[src/rtl/lbdr_ctrl.sv]
// -----------------------------------------------------------------------------
// lbdr_ctrl : parametrised LBDR routing controller.
//
// Sits between an input buffer and the switch allocator. For every HEADER flit
// it computes the output port vector {L,S,W,E,N} from the registered local
// address, routing bits (Rxy) and connectivity bits (Cx). It then holds that
// vector for the whole packet through a REQ/ACTIVE request/grant handshake.
// Routing configuration can be reloaded while the controller is idle.
//
// Optional feature macro: LBDR_DEROUTE_EN
//   defined   : a zero minimal vector with L=0 falls back to the deroute code
//               of the first blocked minimal candidate (priority N,E,W,S).
//   undefined : cfg_dr and DR_RST are unused; any zero vector flags route_err.
//
// Flit type encoding: HEADER = 3'b001, PAYLOAD = 3'b010, TAIL = 3'b100.
// -----------------------------------------------------------------------------
module lbdr_ctrl #(
   parameter int             X_W       = 2,
   parameter int             Y_W       = 2,
   parameter logic [7:0]     RXY_RST   = 8'h3C,
   parameter logic [3:0]     CX_RST    = 4'hF,
   parameter logic [X_W-1:0] CUR_X_RST = 2'd1,
   parameter logic [Y_W-1:0] CUR_Y_RST = 2'd1,
   parameter logic [7:0]     DR_RST    = 8'h00
) (
   input  logic           clk,
   input  logic           rst,
   input  logic           flit_valid,
   input  logic [2:0]     flit_id,
   input  logic [X_W-1:0] dst_x,
   input  logic [Y_W-1:0] dst_y,
   input  logic           grant,
   input  logic           cfg_we,
   input  logic [7:0]     cfg_rxy,
   input  logic [3:0]     cfg_cx,
   input  logic [X_W-1:0] cfg_cur_x,
   input  logic [Y_W-1:0] cfg_cur_y,
   input  logic [7:0]     cfg_dr,
   output logic           cfg_ack,
   output logic [4:0]     port_req,
   output logic           port_valid,
   output logic           busy,
   output logic           route_err
);

   localparam logic [2:0] FLIT_HEADER = 3'b001;
   localparam logic [2:0] FLIT_TAIL   = 3'b100;

   typedef enum logic [1:0] {
      ST_IDLE   = 2'd0,
      ST_REQ    = 2'd1,
      ST_ACTIVE = 2'd2
   } state_t;

   state_t         state_r, state_nxt_s;

   // Configuration registers
   logic [7:0]     rxy_r;
   logic [3:0]     cx_r;
   logic [X_W-1:0] cur_x_r;
   logic [Y_W-1:0] cur_y_r;

   // Registered outputs and their next values
   logic [4:0]     port_req_r, port_req_nxt_s;
   logic           port_valid_r, port_valid_nxt_s;
   logic           route_err_r, route_err_nxt_s;
   logic           cfg_ack_r;
   logic           busy_r;
   logic           cfg_apply_s;

   // Routing datapath
   logic           n1_s, s1_s, e1_s, w1_s;
   logic [3:0]     cand_s;       // minimal candidates before Cx masking, {S,W,E,N}
   logic [4:0]     min_vec_s;    // minimal vector {L,S,W,E,N}
   logic [4:0]     route_vec_s;  // vector after optional deroute
   logic           hdr_s, tail_s;

   assign cfg_ack    = cfg_ack_r;
   assign port_req   = port_req_r;
   assign port_valid = port_valid_r;
   assign busy       = busy_r;
   assign route_err  = route_err_r;

   // Minimal LBDR port equations from the registered local address
   always_comb begin
      n1_s = (dst_y < cur_y_r);
      s1_s = (cur_y_r < dst_y);
      e1_s = (cur_x_r < dst_x);
      w1_s = (dst_x < cur_x_r);
      cand_s[0] = (n1_s & ~e1_s & ~w1_s) | (n1_s & e1_s & rxy_r[0]) | (n1_s & w1_s & rxy_r[1]);
      cand_s[1] = (e1_s & ~n1_s & ~s1_s) | (e1_s & n1_s & rxy_r[2]) | (e1_s & s1_s & rxy_r[3]);
      cand_s[2] = (w1_s & ~n1_s & ~s1_s) | (w1_s & n1_s & rxy_r[4]) | (w1_s & s1_s & rxy_r[5]);
      cand_s[3] = (s1_s & ~e1_s & ~w1_s) | (s1_s & e1_s & rxy_r[6]) | (s1_s & w1_s & rxy_r[7]);
      min_vec_s = {~n1_s & ~e1_s & ~w1_s & ~s1_s, cand_s & cx_r};
   end

`ifdef LBDR_DEROUTE_EN
   logic [7:0] dr_r;
   logic [3:0] blocked_s;
   logic [1:0] dr_code_s;
   logic       dr_found_s;
   logic [4:0] dr_vec_s;

   // Deroute code register, reloaded together with the rest of the config
   always_ff @(posedge clk or negedge rst) begin
      if (!rst) begin
         dr_r <= DR_RST;
      end else if (cfg_apply_s) begin
         dr_r <= cfg_dr;
      end
   end

   // Fall back to the deroute port of the first blocked minimal candidate
   always_comb begin
      blocked_s  = cand_s & ~cx_r;
      dr_found_s = 1'b1;
      dr_code_s  = 2'd0;
      if (blocked_s[0]) begin
         dr_code_s = dr_r[1:0];
      end else if (blocked_s[1]) begin
         dr_code_s = dr_r[3:2];
      end else if (blocked_s[2]) begin
         dr_code_s = dr_r[5:4];
      end else if (blocked_s[3]) begin
         dr_code_s = dr_r[7:6];
      end else begin
         dr_found_s = 1'b0;
      end
      case (dr_code_s)
         2'd0:    dr_vec_s = 5'b00001;
         2'd1:    dr_vec_s = 5'b00010;
         2'd2:    dr_vec_s = 5'b00100;
         2'd3:    dr_vec_s = 5'b01000;
         default: dr_vec_s = 5'b00000;
      endcase
      if ((min_vec_s == 5'd0) && dr_found_s && cx_r[dr_code_s]) begin
         route_vec_s = dr_vec_s;
      end else begin
         route_vec_s = min_vec_s;
      end
   end
`else
   logic unused_s;
   assign unused_s = ^{cfg_dr, DR_RST};

   // Without deroute the minimal vector is the final routing decision
   always_comb begin
      route_vec_s = min_vec_s;
   end
`endif

   // Routing, connectivity and local address registers
   always_ff @(posedge clk or negedge rst) begin
      if (!rst) begin
         rxy_r   <= RXY_RST;
         cx_r    <= CX_RST;
         cur_x_r <= CUR_X_RST;
         cur_y_r <= CUR_Y_RST;
      end else if (cfg_apply_s) begin
         rxy_r   <= cfg_rxy;
         cx_r    <= cfg_cx;
         cur_x_r <= cfg_cur_x;
         cur_y_r <= cfg_cur_y;
      end
   end

   // Next-state and next-output logic of the request/grant controller
   always_comb begin
      hdr_s            = flit_valid && (flit_id == FLIT_HEADER);
      tail_s           = flit_valid && (flit_id == FLIT_TAIL);
      state_nxt_s      = state_r;
      port_req_nxt_s   = port_req_r;
      port_valid_nxt_s = port_valid_r;
      route_err_nxt_s  = route_err_r;
      cfg_apply_s      = 1'b0;
      case (state_r)
         ST_IDLE: begin
            // A header arriving together with cfg_we wins and uses the old config
            cfg_apply_s = cfg_we && !hdr_s;
            if (hdr_s) begin
               if (route_vec_s != 5'd0) begin
                  port_req_nxt_s   = route_vec_s;
                  port_valid_nxt_s = 1'b1;
                  state_nxt_s      = ST_REQ;
               end else begin
                  port_req_nxt_s   = 5'd0;
                  port_valid_nxt_s = 1'b0;
                  route_err_nxt_s  = 1'b1;
               end
            end else if (flit_valid) begin
               route_err_nxt_s = 1'b1;
            end else begin
               state_nxt_s = ST_IDLE;
            end
         end
         ST_REQ: begin
            if (grant) begin
               state_nxt_s = ST_ACTIVE;
            end else begin
               state_nxt_s = ST_REQ;
            end
         end
         ST_ACTIVE: begin
            if (tail_s) begin
               port_req_nxt_s   = 5'd0;
               port_valid_nxt_s = 1'b0;
               state_nxt_s      = ST_IDLE;
            end else if (hdr_s) begin
               // Header without a preceding tail: flag it and route the new packet
               route_err_nxt_s = 1'b1;
               if (route_vec_s != 5'd0) begin
                  port_req_nxt_s   = route_vec_s;
                  port_valid_nxt_s = 1'b1;
                  state_nxt_s      = ST_REQ;
               end else begin
                  port_req_nxt_s   = 5'd0;
                  port_valid_nxt_s = 1'b0;
                  state_nxt_s      = ST_IDLE;
               end
            end else begin
               state_nxt_s = ST_ACTIVE;
            end
         end
         default: begin
            port_req_nxt_s   = 5'd0;
            port_valid_nxt_s = 1'b0;
            state_nxt_s      = ST_IDLE;
         end
      endcase
   end

   // State and registered outputs
   always_ff @(posedge clk or negedge rst) begin
      if (!rst) begin
         state_r      <= ST_IDLE;
         port_req_r   <= 5'd0;
         port_valid_r <= 1'b0;
         route_err_r  <= 1'b0;
         cfg_ack_r    <= 1'b0;
         busy_r       <= 1'b0;
      end else begin
         state_r      <= state_nxt_s;
         port_req_r   <= port_req_nxt_s;
         port_valid_r <= port_valid_nxt_s;
         route_err_r  <= route_err_nxt_s;
         cfg_ack_r    <= cfg_apply_s;
         busy_r       <= (state_nxt_s != ST_IDLE);
      end
   end

endmodule

[config.mk]
export PLATFORM = sky130hd
export DESIGN_NAME = lbdr_ctrl
export DESIGN_NICKNAME = d
export VERILOG_FILES = /design/src/rtl/lbdr_ctrl.sv
export SDC_FILE = /design/constraint.sdc
export NUM_CORES = 1
export LEC_CHECK = 0
export ABC_AREA = 0
export BUFFER_PORTS_ARGS = -buffer_cell sky130_fd_sc_hd__buf_2
export CAP_MARGIN = 20
export CORE_MARGIN = 2
export CORE_UTILIZATION = 50
export DETAILED_ROUTE_END_ITERATION = 7
export GPL_TIMING_DRIVEN = 1
export PLACE_DENSITY = 0.78
export SYNTH_ARGS = -nofsm -noshare
export SYNTH_HDL_FRONTEND = slang
export SYNTH_SLANG_ARGS = --single-unit
[constraint.sdc]
create_clock -name clk -period 5.3 [get_ports clk]
set_clock_uncertainty 0.05 [all_clocks]
set_input_delay 0 -clock clk [delete_from_list [all_inputs] [get_ports clk]]
set_output_delay 0 -clock clk [all_outputs]
set_load 0.02 [all_outputs]
* Word-level counts from Yosys, hierarchy flattened
Index checks and enable logic that the tools add are counted.
W data, S select, Z words.
** Storage, ports and cells
- Bits in latches :: 0
- Memories :: 0
- RAM bits :: 0
- Register bits :: 27
- Memory bits (read-only) :: 0
- Output and inout port bits :: 9
** Operators by class
- Equality and inequality tests :: 8
- Bitwise logic cells :: 36
- Reduce and logical (&&, ||, !) cells :: 9
- Magnitude comparators :: 4
- $add $sub $neg :: 0
- Multipliers :: 0
- Divide/modulo/power cells :: 0
- Shift operators :: 0
- Mux-type cells :: 23
** Operators by type and width (number)
- $and A1 B1 Y1 :: 23
- $mux W5 :: 3
- $pmux W5 S3 :: 1
- $mux W2 :: 6
- $mux W1 :: 10
- $lt A2 B2 Y1 :: 4
- $or A1 B1 Y1 :: 8
- $ne A3 B3 Y1 const B :: 2
- $pmux W2 S3 :: 1
- $reduce_and A5 Y1 :: 1
- $reduce_bool A5 Y1 :: 1
- $and A4 B4 Y4 :: 1
- $ne A2 B2 Y1 const B :: 2
- $not A1 Y1 :: 4
- $reduce_bool A2 Y1 :: 2
- $eq A3 B1 Y1 const B :: 1
- $eq A3 B3 Y1 const B :: 1
- $logic_and A1 B1 Y1 :: 3
- $pmux W1 S3 :: 1
- $eq A2 B1 Y1 const B :: 1
- $eq A2 B2 Y1 const B :: 1
- $logic_not A2 Y1 :: 1
- $pmux W1 S2 :: 1
- $logic_not A1 Y1 :: 1

* Depth between registers and ports, before layout
Gate-level depths: netlist of run 1.
- Depth in word-level cells :: 13
- Gate-level depth with buffers :: 8

* Least setup slack after synthesis of run 1
OpenSTA, ideal clock, no wires.
- Path type :: register -> register
- Start point :: register cur_x_r[1]
- End point :: register route_err_r, in the netlist route_err
- Data arrival time :: 1722 ps
- Stages on the path, launching flop included :: 8
- Path buffers :: 0
- Setup slack :: 3402 ps
- Setup time :: 127 ps
- Data required time :: 5123 ps
- Cell sequence :: dfrtp_1 inv_1 ha_1 nor2b_1 or2_1 nor4_2 a2111oi_2 a311o_1
** On the way
- Cells in the longest elaborated chain, start to end :: 10
- Elaborated cells on any way between the ends :: 39
- Classes of those cells :: 2 x order compare; 1 x eq/ne; 34 x bitwise; 2 x reduce/logical
** Ends and longest elaborated chain
- start: declaration :: line 60 : logic [X_W-1:0] cur_x_r;
- start signal: assignment :: line 162 : cur_x_r <= cfg_cur_x;
- $lt A2 B2 Y1 :: line 88 : e1_s = (cur_x_r < dst_x);
- $not A1 Y1 :: line 90, 93, 94
- $and A1 B1 Y1 (on tied branches) (2 in a row) :: line 90, 93
- $or A1 B1 Y1 (on tied branches) (2 in a row) :: line 90, 93
- $and A4 B4 Y4 :: line 94 : min_vec_s = {~n1_s & ~e1_s & ~w1_s & ~s1_s, cand_s & cx_r};
- $reduce_bool A5 Y1 (*) :: line 181 : if (route_vec_s != 5'd0) begin
- $ne A3 B3 Y1 (no line) (*)
- $reduce_and A5 Y1 (no line) (*)
- end signal: assignment :: line 245 : route_err_r <= route_err_nxt_s;
- end: declaration :: line 66 : logic route_err_r, route_err_nxt_s;
Every way passes the cells marked *; elsewhere a longest branch is shown, timed or not.
A chain may end at the register's enable or synchronous reset.

* Final worst setup path of run 1
Same ends and word-level chain as after synthesis.

==> impl_metrics.py, run 1 <==
metrics = {
    "status": {
        "status": "finished, final reports clean",
    },
    "final_layout": {
        "drive_gt1_frac": 0.282,
        "mostFrequentLayoutCells": "nand2_1 (49), buf_2 (36), dlygate4sd3_1 (19)",
        "area_growth_pct": 29.7,
        "final_util": 0.679,
        "nNetsFinal": 254,
        "stdcell_area_um2": 1860,
        "final_common_cell": "nand2_1",
        "diodes": 0,
    },
    "logic_synthesis": {
        "ys_ff_latch": 27,
        "yosys_warnings": 0,
        "synth_fp_nets": 196,
        "synth_edf_count": 0,
        "avgSynthCellArea_um2": 9.18,
        "synth_cell_types": 39,
        "synth_top_area_share": 0.297,
        "synth_ff_type": "dfrtp_1",
        "ys_seq_area_frac": 0.481,
        "synth-async-reset-ratio": 1.00,
        "syn_inst": 156,
        "synth_area_leaders": "dfrtp_1 (30%), dfstp_2 (18%), nand2_1 (13%)",
        "post-synth-top-area-cell": "dfrtp_1",
        "netlist_area_um2": 1430,
    },
    "power_and_ir_drop": {
        "peakVddDrop_uv": 275,
        "switchingPower_mw": 0.313,
        "p_int_mw": 0.465,
        "switching_share": 0.402,
        "leakage_nw": 0.930,
        "clkPwrFrac": 0.118,
        "power_frac_seq": 0.441,
        "powerDensity_nw_per_um2": 419,
        "totalPowerFinal_mw": 0.778,
        "combPwrFrac": 0.440,
    },
    "critical_path": {
        "crit_path_max_fanout": 4,
        "cp.arrival_ns": 2.27,
        "path_class": "reg2reg",
        "r2r_cells": 7,
        "r2r_end": "route_err",
        "r2r_start": "cur_x_r[1]",
        "startpoint_type": "flip-flop",
        "critPathCaptureType": "flip-flop",
        "worstSetupStartpoint": "cur_x_r[1]",
        "setup.worst_path.end": "route_err",
        "r2r_slack_ns": 3.21,
        "required_ns": 5.49,
    },
    "die": {
        "pin_count": 45,
        "die_h_um": 57.5,
        "initial_core_util": 0.524,
        "die_width_um": 57.5,
        "dieArea_um2": 3310,
        "core_area_um2": 2730,
        "fp-row-count": 19,
    },
    "place": {
        "gp_congestion": 0.841,
        "placed_area_um2": 1640,
        "io_buffers": 36,
        "dp_hpwl_mm": 2.39,
    },
    "sta": {
        "maxSlewHeadroom": 0.615,
        "timing.final.hold_violations": 0,
        "setup-tns-final_ns": 0,
        "rsz0062_at_grt": "false",
        "tightest_slew_ns": 0.577,
        "finalCritPeriodShare": 0.394,
        "setup_viol": 0,
        "period_minus_slack_ns": 2.09,
        "slew_viol_final": 0,
        "clock.fmax_mhz": 479,
        "fin_hold_ws_ns": 0.0155,
    },
    "clock_network": {
        "numCtsBuffers": 3,
        "cts_resized": 0,
        "cts_tree": "built",
        "htree_levels": 1,
        "cts_max_path_buffers": 2,
        "clk_latency_ns": 0.34,
        "root_buffer": "clkbuf_4",
        "cts.sinks": 27,
        "path_clk_slew_ns": 0.14,
    },
    "grt": {
        "grt_pass1_vias": 1317,
        "gr-total-overflow": 0,
        "grt_max_degree": 28,
        "grtUsageTotal": 0.229,
        "antenna_found_initial": 0,
        "grt_pass1_wl_mm": 5.79,
    },
    "routing": {
        "drt_first_iter_violations": 62,
        "dr_total_vias": 1280,
        "routedWlPerCell_um": 13.7,
        "drt-total-wl_mm": 3.34,
        "dr.pass1.iters": 4,
        "avgViaCountPerCell": 5.25,
        "drc": 0,
        "ant_nets": 0,
    },
    "hold_path": {
        "hold_class": "in2reg",
    },
    "job": {
        "maxCapViolCount": 0,
    },
}
## state kept, by name (all words and copies together), names as in the netlist
| name | count |
|---|---|
| cur_y_r | 2 |
| cx_r | 4 |
| state_r | 2 |
| port_req | 5 |
| port_valid | 1 |
| route_err | 1 |
| busy | 1 |
| cfg_ack | 1 |
| cur_x_r | 2 |
| rxy_r | 8 |
## synth_stat cells (2+ instances only)
cell and number:
a2111oi_2 2, a211oi_1 5, a21oi_1 2, a22o_1 2
a32o_1 2, dfrtp_1 17, dfstp_2 10, ha_1 4
inv_1 8, nand2_1 49, nand2b_1 6, nand3_1 3
nor2_1 9, nor2b_1 3, nor3b_1 2, o211ai_1 3
o21ai_0 6, xnor2_1 2
## area by class of cell
class                           instances  area [µm²]
Fill cell                             217         877
Inverter                                9        33.8
Clock buffer                            3        22.5
Timing Repair Buffer                   56         378
Multi-Input combinational cell        117         691
Sequential cell                        27         688
Clock inverter                          1        5.00
Tap cell                               31        38.8
## per-stage QoR
stage | setup WS (ns) | cells
6_report | 3.21 | 244
5_1_grt | 3.03 | 244
4_1_cts | 3.19 | 244
3_5_place_dp | 3.21 | 221
3_3_place_gp | 3.28 | 220
2_1_floorplan | 3.40 | 156
## worst min-delay path by stage
stage	startpoint	endpoint	slack (ns)	cells past startpoint
6_report	cfg_we	rxy_r[1]	0.02	4
5_1_grt	cfg_we	rxy_r[1]	0.03	4
4_1_cts	cfg_we	rxy_r[1]	0.01	4
3_5_place_dp	rst	port_req[4]	-0.006	1
3_3_place_gp	rst	route_err	-0.03	1
2_1_floorplan	rst	busy	-0.35	0
## power by group through the flow
stage / Combinational [mW] / Sequential [mW] / Clock (mW)
after floorplan: 0.226 / 0.357 / 0
after global placement: 0.314 / 0.341 / 0
after detailed placement: 0.331 / 0.346 / 0
after CTS: 0.344 / 0.342 / 0.0948
after global routing: 0.387 / 0.351 / 0.103
final: 0.343 / 0.343 / 0.0921
## critical path, stage by stage, from the launching register on
cell and delay, ns:
dfrtp_1 0.36, inv_1 0.05, ha_1 0.31, nor2b_1 0.17, or2_1 0.25, nor4_2 0.42, a2111oi_2 0.06, a311o_1 0.32
## per-layer routing
metal / global-route usage / vias to the layer above / share of wire
li1: - / 648 / -
met1: 0.269 / 590 / 0.41
met2: 0.412 / 33 / 0.52
met3: 0.0317 / 9 / 0.039
met4: 0.0963 / 0 / 0.024
met5: 0 / - / 0
## cell families (layout without fill, tap and decap cells)
| group | Yosys count | in the layout | share of synthesized area |
|---|---|---|---|
| AOI/OAI and AO/OA | 31 | 31 | 0.170 |
| xor gates and xnor gates | 2 | 2 | 0.0122 |
| adders and majority gates | 4 | 4 | 0.0350 |
| buffers and inverters | 12 | 69 | 0.0367 |
| DFF | 27 | 27 | 0.481 |
| and+or+nand+nor | 80 | 80 | 0.266 |
## what timing repair did
item                      in CTS  in global routing
hold endpoints to repair      46                  0
buffers inserted               0                  0
hold buffers                  19                  0
No activity file was read; power rests on OpenSTA's default activity.
==> run 2: changes to the inputs <==
==> constraint.sdc (replaced) <==
create_clock -name clk -period 2.01 [get_ports clk]
set_clock_uncertainty 0.05 [all_clocks]
set_input_delay 0 -clock clk [delete_from_list [all_inputs] [get_ports clk]]
set_output_delay 0 -clock clk [all_outputs]
set_load 0.02 [all_outputs]
==> run 2 against run 1 <==
- the flow now finishes with violations (setup timing)
- largest cell class unchanged
- critical endpoint unchanged
- global-route usage is 0.054 points higher
- hold slack better by 0.032 ns
- maximum frequency is 3.9% higher
- sequential share of layout area is 3.3 points lower
==> impl_metrics.py, run 2 (synthesis results as in run 1) <==
metrics = {
    "status": {
        "status": "finished with violations",
        "violations": "setup timing",
    },
    "sta": {
        "setup_viol": 1,
        "tightest_slew_ns": 0.600,
        "clock.fmax_mhz": 497,
        "slew_viol_final": 0,
        "rsz0062_at_grt": "true",
        "finalCritPeriodShare": 1.00,
        "fin_hold_ws_ns": 0.0474,
        "worst_slack_ns": -0.000692,
        "maxSlewHeadroom": 0.600,
        "period_minus_slack_ns": 2.01,
        "timing.final.hold_violations": 0,
        "setup-tns-final_ns": -0.000692,
    },
    "critical_path": {
        "cp.arrival_ns": 2.24,
        "startpoint_type": "flip-flop",
        "crit_path_max_fanout": 3,
        "path_class": "reg2reg",
        "required_ns": 2.24,
        "critPathCaptureType": "flip-flop",
    },
    "final_layout": {
        "nNetsFinal": 264,
        "area_growth_pct": 42.3,
        "multi_input_area_um2": 792,
        "regMostFlops": "rxy_r",
        "mostFrequentLayoutCells": "nand2_1 (47), buf_2 (36), dlygate4sd3_1 (19)",
        "final_util": 0.745,
        "diodes": 0,
        "ff_latch_area_um2": 688,
        "final_common_cell": "nand2_1",
        "largest_register_ffs": 8,
        "fill_cells": 197,
        "drive_gt1_frac": 0.363,
    },
    "clock_network": {
        "clk_latency_ns": 0.34,
        "numCtsBuffers": 3,
        "htree_levels": 1,
        "root_buffer": "clkbuf_4",
        "cts.sinks": 27,
        "cts_tree": "built",
        "cts_max_path_buffers": 2,
        "path_clk_slew_ns": 0.15,
    },
    "power_and_ir_drop": {
        "combPwrFrac": 0.510,
        "clkPwrFrac": 0.101,
        "switching_share": 0.406,
        "power_frac_seq": 0.389,
        "switchingPower_mw": 0.964,
        "leakage_nw": 0.995,
        "p_int_mw": 1.41,
        "powerDensity_nw_per_um2": 1170,
        "totalPowerFinal_mw": 2.37,
        "peakVddDrop_uv": 840,
    },
    "routing": {
        "avgViaCountPerCell": 5.47,
        "drc": 0,
        "drt-total-wl_mm": 3.86,
        "routedWlPerCell_um": 15.2,
        "drt_first_iter_violations": 49,
        "dr.pass1.iters": 4,
        "dr_total_vias": 1389,
        "ant_nets": 0,
    },
    "place": {
        "gp_congestion": 0.822,
        "post-place-ws_ns": -0.0827,
        "io_buffers": 36,
        "dp_hpwl_mm": 2.56,
    },
    "die": {
        "die_width_um": 57.5,
        "fp-row-count": 19,
        "dieArea_um2": 3310,
        "pin_count": 45,
        "core_area_um2": 2730,
        "initial_core_util": 0.524,
        "die_h_um": 57.5,
    },
    "grt": {
        "antenna_found_initial": 0,
        "grt_max_degree": 28,
        "gr-total-overflow": 0,
        "grt_pass1_vias": 1420,
        "grt_pass1_wl_mm": 5.95,
        "grtUsageTotal": 0.229,
    },
    "job": {
        "maxCapViolCount": 0,
    },
    "hold_path": {
        "hold_class": "in2reg",
    },
}
==> run 2: power groups by stage <==
stage                     Clock, mW  Combinational (mW)  Sequential, mW
after floorplan                   0               0.595           0.942
after global placement            0               0.886           0.903
after detailed placement          0               0.935           0.914
after CTS                     0.240                1.01           0.903
after global routing          0.271                1.32           0.940
final                         0.240                1.21           0.923
==> run 2: final cells by class <==
| type | count | share of cell area |
|---|---|---|
| clock buffer | 3 | 0.0111 |
| clock inverter | 1 | 0.00246 |
| inverter | 9 | 0.0166 |
| multi-input combinational | 117 | 0.389 |
| sequential | 27 | 0.338 |
| tap | 31 | 0.0190 |
| timing repair buffer | 66 | 0.224 |
==> run 2: stage by stage <==
step | instances | area, µm²
4_1_cts | 249 | 1920
5_1_grt | 254 | 2040
6_report | 254 | 2040
2_1_floorplan | 156 | 1430
3_5_place_dp | 226 | 1680
3_3_place_gp | 226 | 1680
==> run 2: final timing paths <==
kind / to / cells past startpoint / startpoint / slack [ns]
min: state_r[1] / 4 / flit_id[0] / 0.05
min in group asynchronous: state_r[0] / 2 / rst / 0.13
min reg2reg: cx_r[3] / 2 / cx_r[3] / 0.42
max reg2reg: route_err / 8 / cur_y_r[0] / -0.0007
max: route_err / 8 / cur_y_r[0] / -0.0007
max in group asynchronous: rxy_r[7] / 2 / rst / 1.39
==> run 2: layer usage <==
metal	up-vias	global-route usage	wire length (µm)	part of all wire
li1	664	-	-	-
met1	681	0.269	1570	0.41
met2	35	0.404	2070	0.53
met3	9	0.0408	145	0.038
met4	0	0.103	85	0.022
met5	-	0	0	0
==> run 2: critical path, cell delays in order (launching register included) <==
cell and delay, ns:
dfstp_2 0.56, inv_2 0.05, ha_4 0.15, nand2b_4 0.15
buf_6 0.12, a211oi_4 0.27, nor4_4 0.09, a2111oi_2 0.36
a311o_1 0.17
==> run 2: repair_timing <==
item | in CTS | in global routing
hold buffers | 19 | 0
gates resized for setup | 3 | 14
endpoints found under the hold margin | 46 | 0
endpoints found under the setup margin | 1 | 2
buffers inserted | 0 | 5
pin swaps | 2 | 7
==> run 3: changes to the inputs <==
--- a/config.mk
+++ b/config.mk
@@ -9,10 +9,10 @@
 export BUFFER_PORTS_ARGS = -buffer_cell sky130_fd_sc_hd__buf_2
 export CAP_MARGIN = 20
 export CORE_MARGIN = 2
-export CORE_UTILIZATION = 50
+export CORE_UTILIZATION = 45
 export DETAILED_ROUTE_END_ITERATION = 7
 export GPL_TIMING_DRIVEN = 1
-export PLACE_DENSITY = 0.78
+export PLACE_DENSITY = 0.75
 export SYNTH_ARGS = -nofsm -noshare
 export SYNTH_HDL_FRONTEND = slang
 export SYNTH_SLANG_ARGS = --single-unit
==> constraint.sdc (replaced) <==
create_clock -name clk -period 1.7 [get_ports clk]
set_clock_uncertainty 0.05 [all_clocks]
set_input_delay 0 -clock clk [delete_from_list [all_inputs] [get_ports clk]]
set_output_delay 0 -clock clk [all_outputs]
set_load 0.02 [all_outputs]
==> run 3 against run 2 <==
- maximum frequency is 5.2% higher
- first-iteration DRC count is 4.1% higher
- power is 25% higher
- largest power group unchanged
- sequential power is 20% higher
- flip-flop and latch count did not move
- global-route usage down 0.20 points
- register-to-register slack got worse by 0.21 ns
- largest cell class unchanged
- sequential share of layout area shrank 1.8 points
- the flow still finishes with violations (setup timing)
==> impl_metrics.py, run 3 (synthesis results as in run 1) <==
metrics = {
    "routing": {
        "dr_total_vias": 1324,
        "ant_nets": 0,
        "drt_first_iter_violations": 51,
        "drc": 0,
        "drt-total-wl_mm": 3.82,
        "routedWlPerCell_um": 14.2,
        "avgViaCountPerCell": 4.92,
        "dr.pass1.iters": 4,
    },
    "power_and_ir_drop": {
        "leakage_nw": 1.02,
        "powerDensity_nw_per_um2": 1380,
        "peakVddDrop_uv": 662,
    },
    "hold_path": {
        "hold_class": "in2reg",
        "holdCritStartpoint": "flit_id[1]",
    },
    "sta": {
        "slew_viol_final": 0,
        "setup-tns-final_ns": -0.825,
        "period_minus_slack_ns": 1.91,
        "clock.fmax_mhz": 523,
        "worst_slack_ns": -0.211,
        "rsz0062_at_grt": "true",
        "maxSlewHeadroom": 0.611,
        "setup_viol": 6,
        "tightest_slew_ns": 0.584,
        "finalCritPeriodShare": 1.12,
        "timing.final.hold_violations": 0,
    },
    "critical_path": {
        "cp_top_family": "compound AO/OA/AOI/OAI gates",
        "slowest_stage": "dfstp_2",
        "path_class": "reg2reg",
        "crit_path_frequent_cell": "a2111oi_4",
        "r2r_start": "cur_x_r[0]",
        "startpoint_type": "flip-flop",
        "worstSetupStartpoint": "cur_x_r[0]",
        "required_ns": 1.88,
        "cp.arrival_ns": 2.09,
        "crit_path_max_fanout": 3,
        "path_buf_inv": 0,
        "cp_cell_sequence": "ha_4 > nand2_2 > o211ai_1 > a2111oi_4 > a2111oi_4 > a311o_1",
        "critPathCaptureType": "flip-flop",
        "critPathMaxStageDelay_ns": 0.58,
    },
    "grt": {
        "gr-total-overflow": 0,
        "antenna_found_initial": 0,
        "grt_pass1_vias": 1378,
        "grtUsageTotal": 0.227,
        "grt_pass1_wl_mm": 6.14,
        "grt_max_degree": 28,
    },
    "die": {
        "die_width_um": 60.4,
        "core_area_um2": 3030,
        "fp-row-count": 20,
        "dieArea_um2": 3650,
        "die_h_um": 60.4,
        "pin_count": 45,
        "initial_core_util": 0.473,
    },
    "final_layout": {
        "regMostFlops": "rxy_r",
        "final_util": 0.712,
        "final_common_cell": "nand2_1",
        "mostFrequentLayoutCells": "nand2_1 (46), buf_2 (36), dlygate4sd3_1 (19)",
        "drive_gt1_frac": 0.404,
        "nNetsFinal": 266,
        "largest_register_ffs": 8,
        "stdcell_area_um2": 2150,
        "diodes": 0,
        "area_growth_pct": 50.5,
    },
    "clock_network": {
        "htree_levels": 1,
        "root_buffer": "clkbuf_4",
        "numCtsBuffers": 3,
        "path_clk_slew_ns": 0.14,
        "cts_max_path_buffers": 2,
        "cts_tree": "built",
        "cts.sinks": 27,
        "clk_latency_ns": 0.32,
    },
    "place": {
        "dp_hpwl_mm": 2.66,
        "io_buffers": 36,
        "placed_area_um2": 1840,
        "gp_congestion": 0.881,
    },
    "status": {
        "violations": "setup timing",
        "status": "finished with violations",
    },
    "job": {
        "maxCapViolCount": 0,
    },
}
==> run 3: area by class of cell <==
type	instances	area, µm²
timing repair buffer	68	472
tap	44	55.1
sequential	27	688
multi-input combinational	117	880
fill	225	873
clock buffer	4	26.3
inverter	9	33.8
==> run 3: through the flow <==
| step | instances | hold slack, ns | power, mW | setup slack (ns) |
|---|---|---|---|---|
| after floorplan | 156 | -0.346 | 2.00 | -0.0185 |
| after global routing | 269 | 0.0619 | 3.18 | -0.264 |
| after detailed placement | 244 | -0.0165 | 2.44 | -0.171 |
| after CTS | 268 | 0.0580 | 2.85 | -0.178 |
| after global placement | 244 | -0.0230 | 2.36 | -0.0927 |
| final | 269 | 0.0673 | 2.97 | -0.211 |
==> run 3: where the power goes <==
group | internal [mW] | switching [mW] | total, mW
Combinational | 0.736 | 0.855 | 1.59
Clock | 0.0918 | 0.178 | 0.269
Sequential | 0.927 | 0.187 | 1.11
==> run 3: path summary, 6_finish.rpt <==
kind,end,slack (ns),depth (start not counted)
worst max register to register,route_err,-0.21,6
worst min-delay path,route_err,0.07,4
worst max-delay path,route_err,-0.21,6
worst min register to register,cx_r[0],0.42,2
min in group asynchronous,cfg_ack,0.14,2
max in group asynchronous,port_req[1],1.06,2
==> run 3: worst register-to-register path: cells and delay by family, from the launching register on <==
| family | cells | cell delay (ns) |
|---|---|---|
| compound gates | 4 | 0.88 |
| fa+ha+maj | 1 | 0.21 |
| flops | 1 | 0.58 |
| simple gates | 1 | 0.09 |
==> run 3: metal layers <==
layer / GRT usage / part of all wire
met5: 0 / 0
met4: 0.0730 / 0.015
met3: 0.0256 / 0.027
met2: 0.424 / 0.55
met1: 0.271 / 0.41
==> run 3: repair_timing <==
action                                  CTS  global route
buffers inserted                          1             1
pin swaps                                 2             1
endpoints found under the setup margin    6             7
cloned                                    0             0
hold buffers                             19             0
gates resized for setup                   5             8
endpoints found under the hold margin    46             0
